## src/rtl/pwm_regs_pkg.sv

```systemverilog
// Register map and widths for the PWM bank; shared with the SPI peripheral stage.
package pwm_regs_pkg;
  localparam int REG_W  = 8;
  localparam int ADDR_W = 7;

  localparam logic [ADDR_W-1:0] ADDR_EN_OUT_LO = 7'h00;
  localparam logic [ADDR_W-1:0] ADDR_EN_OUT_HI = 7'h01;
  localparam logic [ADDR_W-1:0] ADDR_EN_PWM_LO = 7'h02;
  localparam logic [ADDR_W-1:0] ADDR_EN_PWM_HI = 7'h03;
  localparam logic [ADDR_W-1:0] ADDR_DUTY      = 7'h04;
  localparam logic [ADDR_W-1:0] MAX_ADDR       = 7'h04;

  function automatic logic addr_in_map(input logic [ADDR_W-1:0] addr);
    return addr <= MAX_ADDR;
  endfunction
endpackage

```

## src/rtl/pwm_tick_gen.sv

```systemverilog
// Prescaler plus 8-bit PWM period counter; flags the wrap edge and pulses period_start after it.
module pwm_tick_gen #(
  parameter int CLK_DIV = 13
) (
  input  logic       clk,
  input  logic       rst,
  output logic [7:0] pwm_cnt,
  output logic       wrap,
  output logic       period_start
);
  localparam int DIV_W = (CLK_DIV > 1) ? $clog2(CLK_DIV) : 1;
  localparam logic [DIV_W-1:0] DIV_LAST = DIV_W'(CLK_DIV - 1);

  logic [DIV_W-1:0] div_cnt;
  logic             tick;

  assign tick = (div_cnt == DIV_LAST);
  assign wrap = tick && (pwm_cnt == 8'hFF);

  always_ff @(posedge clk or posedge rst) begin
    if (rst) begin
      div_cnt      <= '0;
      pwm_cnt      <= '0;
      period_start <= 1'b0;
    end else begin
      div_cnt      <= tick ? '0 : div_cnt + 1'b1;
      period_start <= wrap;
      if (tick) pwm_cnt <= pwm_cnt + 8'd1;
    end
  end
endmodule

```

## src/rtl/pwm_channel_bank.sv

```systemverilog
// Register bank and 16-channel PWM output stage.
// Define PWM_DUTY_SHADOW_EN to double-buffer the duty register (new duty applies at period wrap).
module pwm_channel_bank
  import pwm_regs_pkg::*;
#(
  parameter int CLK_DIV = 13,
  parameter int NUM_CH  = 16
) (
  input  logic              clk,
  input  logic              rst,
  input  logic              wr_valid,
  output logic              wr_ready,
  input  logic [ADDR_W-1:0] wr_addr,
  input  logic [REG_W-1:0]  wr_data,
  output logic              wr_err,
  output logic              period_start,
  output logic [NUM_CH-1:0] pwm_out
);
  logic [NUM_CH-1:0] en_out;
  logic [NUM_CH-1:0] en_pwm;
  logic [REG_W-1:0]  duty_active;
  logic [7:0]        pwm_cnt;
  logic              wrap;
  logic              accept;
  logic              pwm_sig;
  logic [NUM_CH-1:0] out_next;

  pwm_tick_gen #(.CLK_DIV(CLK_DIV)) u_tick_gen (
    .clk          (clk),
    .rst          (rst),
    .pwm_cnt      (pwm_cnt),
    .wrap         (wrap),
    .period_start (period_start)
  );

  assign wr_ready = ~rst;
  assign accept   = wr_valid && wr_ready;

`ifdef PWM_DUTY_SHADOW_EN
  logic [REG_W-1:0] duty_shadow;
`endif

  always_ff @(posedge clk or posedge rst) begin
    if (rst) begin
      en_out      <= '0;
      en_pwm      <= '0;
      duty_active <= '0;
      wr_err      <= 1'b0;
`ifdef PWM_DUTY_SHADOW_EN
      duty_shadow <= '0;
`endif
    end else begin
      wr_err <= accept && !addr_in_map(wr_addr);
`ifdef PWM_DUTY_SHADOW_EN
      // A write landing on the wrap edge is seen only at the following wrap.
      if (wrap) duty_active <= duty_shadow;
`endif
      if (accept) begin
        case (wr_addr)
          ADDR_EN_OUT_LO: en_out[7:0]  <= wr_data;
          ADDR_EN_OUT_HI: en_out[15:8] <= wr_data;
          ADDR_EN_PWM_LO: en_pwm[7:0]  <= wr_data;
          ADDR_EN_PWM_HI: en_pwm[15:8] <= wr_data;
`ifdef PWM_DUTY_SHADOW_EN
          ADDR_DUTY:      duty_shadow  <= wr_data;
`else
          ADDR_DUTY:      duty_active  <= wr_data;
`endif
          default: ;
        endcase
      end
    end
  end

  // 0xFF is special-cased so full duty is a solid high rather than 255/256.
  assign pwm_sig = (duty_active == 8'hFF) || (pwm_cnt < duty_active);

  generate
    for (genvar gi = 0; gi < NUM_CH; gi++) begin : g_ch
      assign out_next[gi] = en_out[gi] & (en_pwm[gi] ? pwm_sig : 1'b1);
    end
  endgenerate

  always_ff @(posedge clk or posedge rst) begin
    if (rst) pwm_out <= '0;
    else     pwm_out <= out_next;
  end
endmodule

```

## config.mk

```make
export PLATFORM = sky130hd
export DESIGN_NAME = pwm_channel_bank
export DESIGN_NICKNAME = d
export VERILOG_FILES = /design/src/rtl/pwm_regs_pkg.sv /design/src/rtl/pwm_tick_gen.sv /design/src/rtl/pwm_channel_bank.sv
export SDC_FILE = /design/constraint.sdc
export NUM_CORES = 1
export LEC_CHECK = 0
export BUFFER_PORTS_ARGS = -buffer_cell sky130_fd_sc_hd__buf_2
export CAP_MARGIN = 20
export CORE_MARGIN = 2
export CORE_UTILIZATION = 35
export CTS_BUF_LIST = sky130_fd_sc_hd__clkbuf_8 sky130_fd_sc_hd__clkbuf_16
export DETAILED_ROUTE_END_ITERATION = 8
export GPL_ROUTABILITY_DRIVEN = 0
export SYNTH_ARGS = -nofsm -noshare
export SYNTH_HDL_FRONTEND = slang
export SYNTH_SLANG_ARGS = --single-unit
```

## constraint.sdc

```tcl
create_clock -name clk -period 4.52 [get_ports clk]
set_clock_uncertainty 0.1 [all_clocks]
set_input_delay 0 -clock clk [delete_from_list [all_inputs] [get_ports clk]]
set_output_delay 0 -clock clk [all_outputs]
set_load 0.005 [all_outputs]
```

==> flow_summary.ini <==
[logic_synthesis]
seq_area_frac_synth = 0.611
yosysUniqueCellTypes = 30
synth-edff-count = 0
syn_area_um2 = 2870
synthesis.yosys.warnings = 0
synthesis_stage_register_bit_count = 70
syn-num-nets = 228
syn_avg_cell_area_um2 = 14.3
synth-async-reset-ratio = 1.00
synthFlopType = dfrtp_1
syn-instance-count = 200

[timing]
fin_crit_sh = 0.461
worst_pin_slew_ns = 0.759
clock.fmax_ghz = 0.480
max_slew_margin = 0.493
grt_setup_unrepaired = no
finalWorstPathRequiredPeriod_ns = 2.08
setup_viol = 0
final_hold_viol_count = 0
setup_total_negative_slack_ns = 0
timing.final.max_slew_violations = 0

[detailed_routing]
wire_length_reported_by_the_detailed_router_um = 5020
firstDrtPassIters = 4
vias_per_cell = 4.54
antenna_left = 0
final_routed_wire_length_divided_by_cell_count_um = 13.7
first_iter_violations = 23
drt_drc_violations_left = 0
detailroute.via_count = 1662

[critical_path]
slowest_cp_cell = dlygate4sd3_1
cp_max_fo = 8
worstPathCellList = dlygate4sd3_1 -> buf_2 -> nand2b_1 -> or3_1 -> nor3b_4 -> mux2_2
cp_num_buf_inv = 2
worst-endpoint-required_ns = 4.65
path_delay_family = simple AND/OR/NAND/NOR gates
critical_path_depth = 6
critical_path.startpoint_type = input port
critPathArrivalTime_ns = 2.21
cpPeakStageDelay_ns = 0.53
setup.worst_path.class = input port to flip-flop
end_kind = flip-flop
r2r.worst_path.cells = 7

[layout]
area_delta_synth_final_pct = 20.5
finalInstanceArea_um2 = 3450
number_of_nets_in_the_layout = 285
num_antenna_cells = 0
post_route_cells_drive_above_1_share = 0.383

[status]
status = completed

[cts]
cts_setup_buffers = 0
cts-buffers-inserted = 9
cts_root_buffer = clkbuf_8
max-clock-path-buffers = 2
htree_num_levels = 3
cts_repair_resize_count = 0
clkTransAtPathRegs_ns = 0.08
clock-sinks = 70
cts_tree = yes
clock_insertion_delay_worst_skew_ns = 0.34

[power_and_ir_drop]
p_per_area_nw_per_um2 = 341
standby_leakage_power_nw = 1.72
vdd_drop_max_mv = 0.120

[placement]
detailed_place_hpwl_um = 3450
placed_area_um2 = 3180
placement.io_buffers = 36

[global_routing]
global_route.usage.total = 0.128
wire_length_of_the_first_global_routing_pass_um = 8490
antenna_violations_before_repair = 0
grt.overflow.total = 0
grt_start_max_net_pins = 38
via_count_of_the_first_global_routing_pass = 1804

[floorplan]
floorplan.rows = 33
ioPinCount = 37
initial_core_util = 0.354
die_width_um = 94.5
die_y_um = 94.5
core_um2 = 8090
die-area_um2 = 8930

[flow_run]
max_cap_violations = 0

[min_path]
hold_class = input port to flip-flop
hold_path_depth = 3
[through the flow]
stage          setup WS (ns)  total power [mW]  hold WS (ns)  instances   util
2_1_floorplan           2.52             0.716        0.0506        200      -
3_3_place_gp            2.21             0.755        0.0824        340  0.393
3_5_place_dp            2.20             0.757        0.0923        340  0.393
4_1_cts                 2.37              1.20        0.0639        366  0.427
5_1_grt                 2.22              1.23        0.0783        366  0.427
6_report                2.44              1.18        0.0808        366  0.427
[worst min-delay path, stage by stage]
cell    delay (ns)
buf_2         0.16
nor3_4        0.11
mux2_2        0.22
[worst paths after layout]
kind	start	endpoint	slack [ns]
max in group asynchronous	rst	duty_active[2]	3.14
min reg2reg	en_pwm[15]	pwm_out[15]	0.35
min in group asynchronous	rst	pwm_out[11]	0.24
min	wr_addr[0]	en_out[1]	0.08
max	rst	en_pwm[2]	2.44
max reg2reg	duty_active[6]	pwm_out[2]	2.60
[where the power goes]
| part | internal (mW) | switching (mW) |
|---|---|---|
| registers | 0.650 | 0.0101 |
| clock network | 0.194 | 0.232 |
| logic | 0.0420 | 0.0468 |
[Yosys cell counts, types with 2 or more instances]
cell	count	share of area
a21boi_0	16	0.042
nand2b_1	2	0.0044
and4_1	3	0.0092
xnor2_1	5	0.015
ha_1	10	0.044
nand4_1	2	0.0044
dfrtp_1	70	0.61
nor2_1	8	0.010
nand3_1	4	0.0070
clkbuf_1	2	0.0026
mux2_2	41	0.16
nand2_1	2	0.0026
nor3b_4	2	0.013
o21ai_0	2	0.0035
xor2_1	3	0.0092
inv_1	11	0.014
a21oi_1	2	0.0035
and3_1	3	0.0066
[layout by cell type (no fill, tap or decap), types with 3 or more instances in the layout]
cell,count
nand3_1,4
buf_2,36
xor2_1,3
a21boi_0,16
clkinv_2,3
and3_1,3
nor2_1,8
inv_1,10
xnor2_1,5
ha_1,10
dlygate4sd3_1,11
mux2_2,41
dfrtp_1,70
and4_1,3
clkbuf_8,9
[kinds of logic after synthesis]
logic type,Yosys count,share of synthesized area
AO/OA/AOI/OAI,26,0.0668
XOR/XNOR,8,0.0245
adder cells (fa/ha/maj),10,0.0437
buffers and inverters,14,0.0188
flip-flops,70,0.611
multiplexers,41,0.161
AND/OR/NAND/NOR,31,0.0738
[layout make-up]
class	count	area [um^2]
multi-input cells	116	1060
flip-flops and latches	70	1750
repair buffers	49	305
well taps	105	131
inverters	11	41.3
clock inverters	6	38.8
clock buffers	9	124
fillers	795	4640
[routing by layer]
metal / share of wire / vias to the layer above / track usage / wire (um)
li1: - / 815 / - / -
met1: 0.48 / 799 / 0.166 / 2390
met2: 0.45 / 36 / 0.192 / 2270
met3: 0.046 / 12 / 0.0375 / 230
met4: 0.025 / 0 / 0.0688 / 125
met5: 0 / - / 0 / 0
[timing repair]
action / 4_1_cts / 5_1_grt
setup endpoints to repair: 0 / 0
hold buffers: 11 / 0
hold endpoints to repair: 77 / 0
[registers in the layout (all words and copies together) (netlist names)]
name,cells
u_tick_gen.pwm_cnt,8
duty_active,8
en_pwm,16
pwm_out,16
u_tick_gen.div_cnt,4
u_tick_gen.period_start,1
wr_err,1
en_out,16
No activity file was read; power rests on OpenSTA's default activity.
